$ cat config.mk
export PLATFORM = sky130hd
export DESIGN_NAME = scope_value_accum
export DESIGN_NICKNAME = d
export VERILOG_FILES = /design/src/rtl/scope_value_accum.sv
export SDC_FILE = /design/constraint.sdc
export NUM_CORES = 1
export LEC_CHECK = 0
export ABC_AREA = 1
export CELL_PAD_IN_SITES_DETAIL_PLACEMENT = 1
export CELL_PAD_IN_SITES_GLOBAL_PLACEMENT = 1
export CORE_MARGIN = 2
export CORE_UTILIZATION = 39
export DETAILED_ROUTE_END_ITERATION = 8
export PLACE_DENSITY = 0.83
export REMOVE_ABC_BUFFERS = 1
export SLEW_MARGIN = 10
export SYNTH_ARGS = -nofsm -noshare
export SYNTH_HDL_FRONTEND = slang
export SYNTH_SLANG_ARGS = --single-unit
export TNS_END_PERCENT = 20
$ cat constraint.sdc
create_clock -name clk -period 3.5 [get_ports clk]
set_input_delay 0.875 -clock clk [delete_from_list [all_inputs] [get_ports clk]]
set_output_delay 0.875 -clock clk [all_outputs]
set_load 0.01 [all_outputs]
$ cat src/rtl/scope_value_accum.sv
// Frame accumulator: sums NSAMP accepted samples with WIDTH-bit saturation,
// then holds the result until the downstream handshake.
module scope_value_accum #(
  parameter int WIDTH = 32,
  parameter int NSAMP = 4
) (
  input  logic             clk,
  input  logic             rst,
  input  logic             in_valid,
  input  logic [WIDTH-1:0] in_data,
  output logic             in_ready,
  output logic             out_valid,
  input  logic             out_ready,
  output logic [WIDTH-1:0] out_data,
  output logic             out_sat,
  output logic [7:0]       out_frames
);

  // state | meaning
  // ACCUM | accepting samples into acc, cnt counts accepts in this frame
  // HOLD  | frame result held on out_data/out_sat until out_ready
  typedef enum logic {ACCUM, HOLD} state_t;

  localparam logic [7:0] LAST = 8'(NSAMP - 1);

  state_t           state_q, state_d;
  logic [WIDTH-1:0] acc_q, acc_d;
  logic [7:0]       cnt_q, cnt_d;
  logic [7:0]       frames_q, frames_d;
  logic             sat_q, sat_d;
  logic             rdy_q;
  logic [WIDTH:0]   sum;
  logic             accept;

  // rdy_q is held low in reset and rises on the first edge afterwards
  always_ff @(posedge clk or posedge rst) begin
    if (rst) begin
      state_q  <= ACCUM;
      acc_q    <= '0;
      cnt_q    <= '0;
      frames_q <= '0;
      sat_q    <= 1'b0;
      rdy_q    <= 1'b0;
    end else begin
      state_q  <= state_d;
      acc_q    <= acc_d;
      cnt_q    <= cnt_d;
      frames_q <= frames_d;
      sat_q    <= sat_d;
      rdy_q    <= (state_d == ACCUM);
    end
  end

  always_comb begin
    state_d  = state_q;
    acc_d    = acc_q;
    cnt_d    = cnt_q;
    frames_d = frames_q;
    sat_d    = sat_q;
    sum      = {1'b0, acc_q} + {1'b0, in_data};
    accept   = in_valid && rdy_q;
    case (state_q)
      ACCUM: begin
        if (accept) begin
          // an all-ones acc plus any nonzero sample carries, so it stays saturated
          if (sum[WIDTH]) begin
            acc_d = '1;
            sat_d = 1'b1;
          end else begin
            acc_d = sum[WIDTH-1:0];
          end
          cnt_d = cnt_q + 8'd1;
          if (cnt_q == LAST) state_d = HOLD;
        end
      end
      HOLD: begin
        if (out_ready) begin
          acc_d    = '0;
          cnt_d    = '0;
          sat_d    = 1'b0;
          frames_d = frames_q + 8'd1;
          state_d  = ACCUM;
        end
      end
      default: state_d = ACCUM;
    endcase
  end

  assign in_ready   = rdy_q;
  assign out_valid  = (state_q == HOLD);
  assign out_data   = acc_q;
  assign out_sat    = sat_q;
  assign out_frames = frames_q;

endmodule

==> results.py <==
metrics = {
    "floorplan": {
        "core-area_sq_um": 11910,
        "die_w_um": 113.9,
        "die_height_um": 113.9,
        "initial_core_util_pct": 39.52,
        "io_pins": 79,
        "die_area_sq_um": 12960,
        "rows": 40,
    },
    "power_and_ir_drop": {
        "p_leak_nw": 3.313,
        "netSwitchingPower_mw": 2.650,
        "power_mw": 5.196,
        "p_sw_share_pct": 51.00,
        "p_comb_share_pct": 68.6,
        "internal-power_mw": 2.546,
        "seq_power_share_pct": 21.1,
        "p_per_area_nw_per_um2": 894.6,
        "clock_power_share_pct": 10.3,
        "peakVddDrop_v": 0.0003676,
    },
    "finish": {
        "fillers": 1632,
        "final_cell_mix": "327 x nand2_1, 128 x inv_1, 78 x clkdlybuf4s50_1",
        "drive_above_1_share_pct": 5.164,
        "design_area_sq_um": 5808,
        "fin_nets": 922,
        "finish.utilization_pct": 48.76,
        "layoutNonFillerInstCount": 999,
        "antenna_cells": 0,
        "areaGrowthSynthToFinish_pct": 23.39,
        "layout_commonest_cell": "nand2_1",
    },
    "yosys": {
        "synth_top_flop_cell": "dfrtp_1",
        "synthCells": 770,
        "yosysWarnings": 0,
        "avgSynthCellArea_sq_um": 6.113,
        "yosys_register_bits": 51,
        "synthArstFlopShare_pct": 100.0,
        "synth_edf_count": 0,
        "ys_types": 40,
        "syn-cell-area_sq_um": 4707,
        "ys_seq_area_share_pct": 27.11,
    },
    "global_routing": {
        "grt_pass1_vias": 5457,
        "antenna_found_initial": 0,
        "grt_max_degree": 33,
        "grtUsageTotal_pct": 25.12,
        "overflow": 0,
        "grt_pass1_wl_um": 26020,
    },
    "detailed_routing": {
        "wl_per_cell_um": 15.50,
        "drc": 0,
        "antenna_left": 0,
        "first_iter_violations": 208,
        "first_pass_iters": 5,
        "routed_wl_um": 15480,
        "vias": 5065,
        "via_per_inst": 5.070,
    },
    "placement": {
        "dpl_cell_area_sq_um": 5655,
        "gp_congestion": 0.9287,
        "dp_cells": 991,
        "portBuffers": 78,
        "hpwl_um": 12660,
    },
    "sta": {
        "hold_viol_final": 0,
        "fin_crit_sh_pct": 86.29,
        "fin_tns_setup_ns": 0,
        "max-slew-margin-rel_pct": 68.19,
        "skew_ns": 0.01633,
        "finalSetupViolations": 0,
        "rsz0062_at_grt": "false",
        "slew_violations": 0,
        "worst_pin_slew_ns": 0.4772,
        "fmax_mhz": 331.1,
        "period_needed_ns": 3.020,
    },
    "worst_hold_path": {
        "min_from": "out_frames[7]",
        "holdPathStages": 1,
        "holdPathEnd": "out_frames[7]",
        "worstHoldPathType": "reg -> reg",
    },
    "clock_tree": {
        "postCtsSetupBuffers": 0,
        "cts_num_sinks": 51,
        "cts_inserted_buffers": 5,
        "htree_levels": 2,
        "tritoncts": "yes",
        "max-clock-path-buffers": 2,
        "cts_resized": 0,
        "root_buffer": "clkbuf_16",
        "clk_pin_slew_ns": 0.07,
        "insertion_delay_ns": 0.32,
        "holdBufCountCts": 0,
    },
    "worst_setup_path": {
        "r2r_cells": 12,
        "worstPathCellList": "clkdlybuf4s50_1 > ha_1 > fa_1 > nand3_1 > nand3_2 > nand2_1 > nand2_1 > nand2_1 > nand2_2 > nand2_2 > nand2_4 > nand2_4 > o211ai_1",
        "rr_endpoint": "out_data[2]",
        "slowest_delay_ns": 0.46,
        "crit_top_cell": "nand2_1",
        "path_delay_family": "simple AND/OR/NAND/NOR gates",
        "crit_required_ns": 3.67,
        "reg2reg_from": "out_data[0]",
        "cp-end-kind": "register",
        "cp_num_buf_inv": 1,
        "r2r_setup_slack_ns": 1.04,
        "path_class": "in -> reg",
        "cp.arrival_ns": 3.19,
        "start_kind": "input pin",
        "crit_path_max_fanout": 20,
        "slowest_stage": "fa_1",
    },
    "flow_run": {
        "cap_violations": 0,
    },
    "outcome": {
        "outcome": "completed",
    },
}
[cell usage after synthesis (all sizes together) (2+ instances only)]
| cell | number | area (sq um) |
|---|---|---|
| o21ai | 2 | 10.00 |
| nand2 | 334 | 1281 |
| xor2 | 4 | 35.03 |
| nor2 | 54 | 220.2 |
| inv | 131 | 491.7 |
| o211ai | 3 | 32.53 |
| clkbuf | 4 | 15.01 |
| ha | 34 | 425.4 |
| and3 | 2 | 12.51 |
| dfrtp | 51 | 1276 |
| nand3 | 57 | 290.3 |
| a21boi | 13 | 97.59 |
| a21oi | 27 | 146.4 |
| or2 | 12 | 75.07 |
| buf | 6 | 46.29 |
| xnor2 | 4 | 35.03 |
| o21bai | 2 | 15.01 |
| nor3 | 12 | 70.07 |
| nand4 | 7 | 43.79 |
| and2 | 5 | 31.28 |
[state kept, by name, indices dropped and copies added (netlist names)]
register	flops
in_ready	1
out_data	32
cnt_q	8
out_valid	1
out_frames	8
out_sat	1
[routing by layer]
| layer | global-route usage [%] | up-vias | share of wire, % |
|---|---|---|---|
| li1 | - | 2526 | - |
| met1 | 32.00 | 2438 | 46 |
| met2 | 44.59 | 85 | 48 |
| met3 | 4.251 | 16 | 4.3 |
| met4 | 5.772 | 0 | 1.3 |
| met5 | 0 | - | 0 |
[layout make-up]
cell class              count  area [sq um]  area share (%)
multi-input cells         577          2874           49.48
clock inverters             3         27.53          0.4739
clock buffers               5         125.1           2.154
well taps                 147         183.9           3.167
flip-flops and latches     51          1276           21.97
repair buffers             84         825.8           14.22
inverters                 132         495.5           8.531
[worst max path at each step]
stage,startpoint,to,slack [ns],cells past startpoint
global route,in_data[0],out_data[31],0.29,14
floorplan,in_data[0],out_data[2],0.93,12
detailed placement,in_data[0],out_data[2],0.17,13
global placement,in_data[0],out_data[2],0.26,13
finish,in_data[0],out_data[2],0.48,13
CTS,in_data[0],out_data[2],0.50,13
[power groups by stage]
stage               Sequential (mW)  Clock (mW)  Combinational, mW
floorplan                      1.16           0               2.17
global placement               1.08           0               3.42
detailed placement             1.10           0               3.55
CTS                            1.10       0.542               3.57
global route                   1.14       0.564               4.02
finish                         1.10       0.536               3.56
[logic make-up after synthesis]
| group | Yosys count | synth area share (%) |
|---|---|---|
| AOI/OAI and AO/OA | 49 | 6.805 |
| buffers and inverters | 142 | 11.83 |
| adders and majority gates | 35 | 9.463 |
| DFF | 51 | 27.11 |
| and+or+nand+nor | 485 | 43.30 |
| xor gates and xnor gates | 8 | 1.488 |
[stage by stage]
step | hold WS, ns | setup WS (ns)
CTS | 0.4897 | 0.4978
global route | 0.5051 | 0.2900
floorplan | 0.4558 | 0.9301
finish | 0.4848 | 0.4797
detailed placement | 0.4733 | 0.1684
global placement | 0.4648 | 0.2561
No activity file was read; power rests on OpenSTA's default activity.
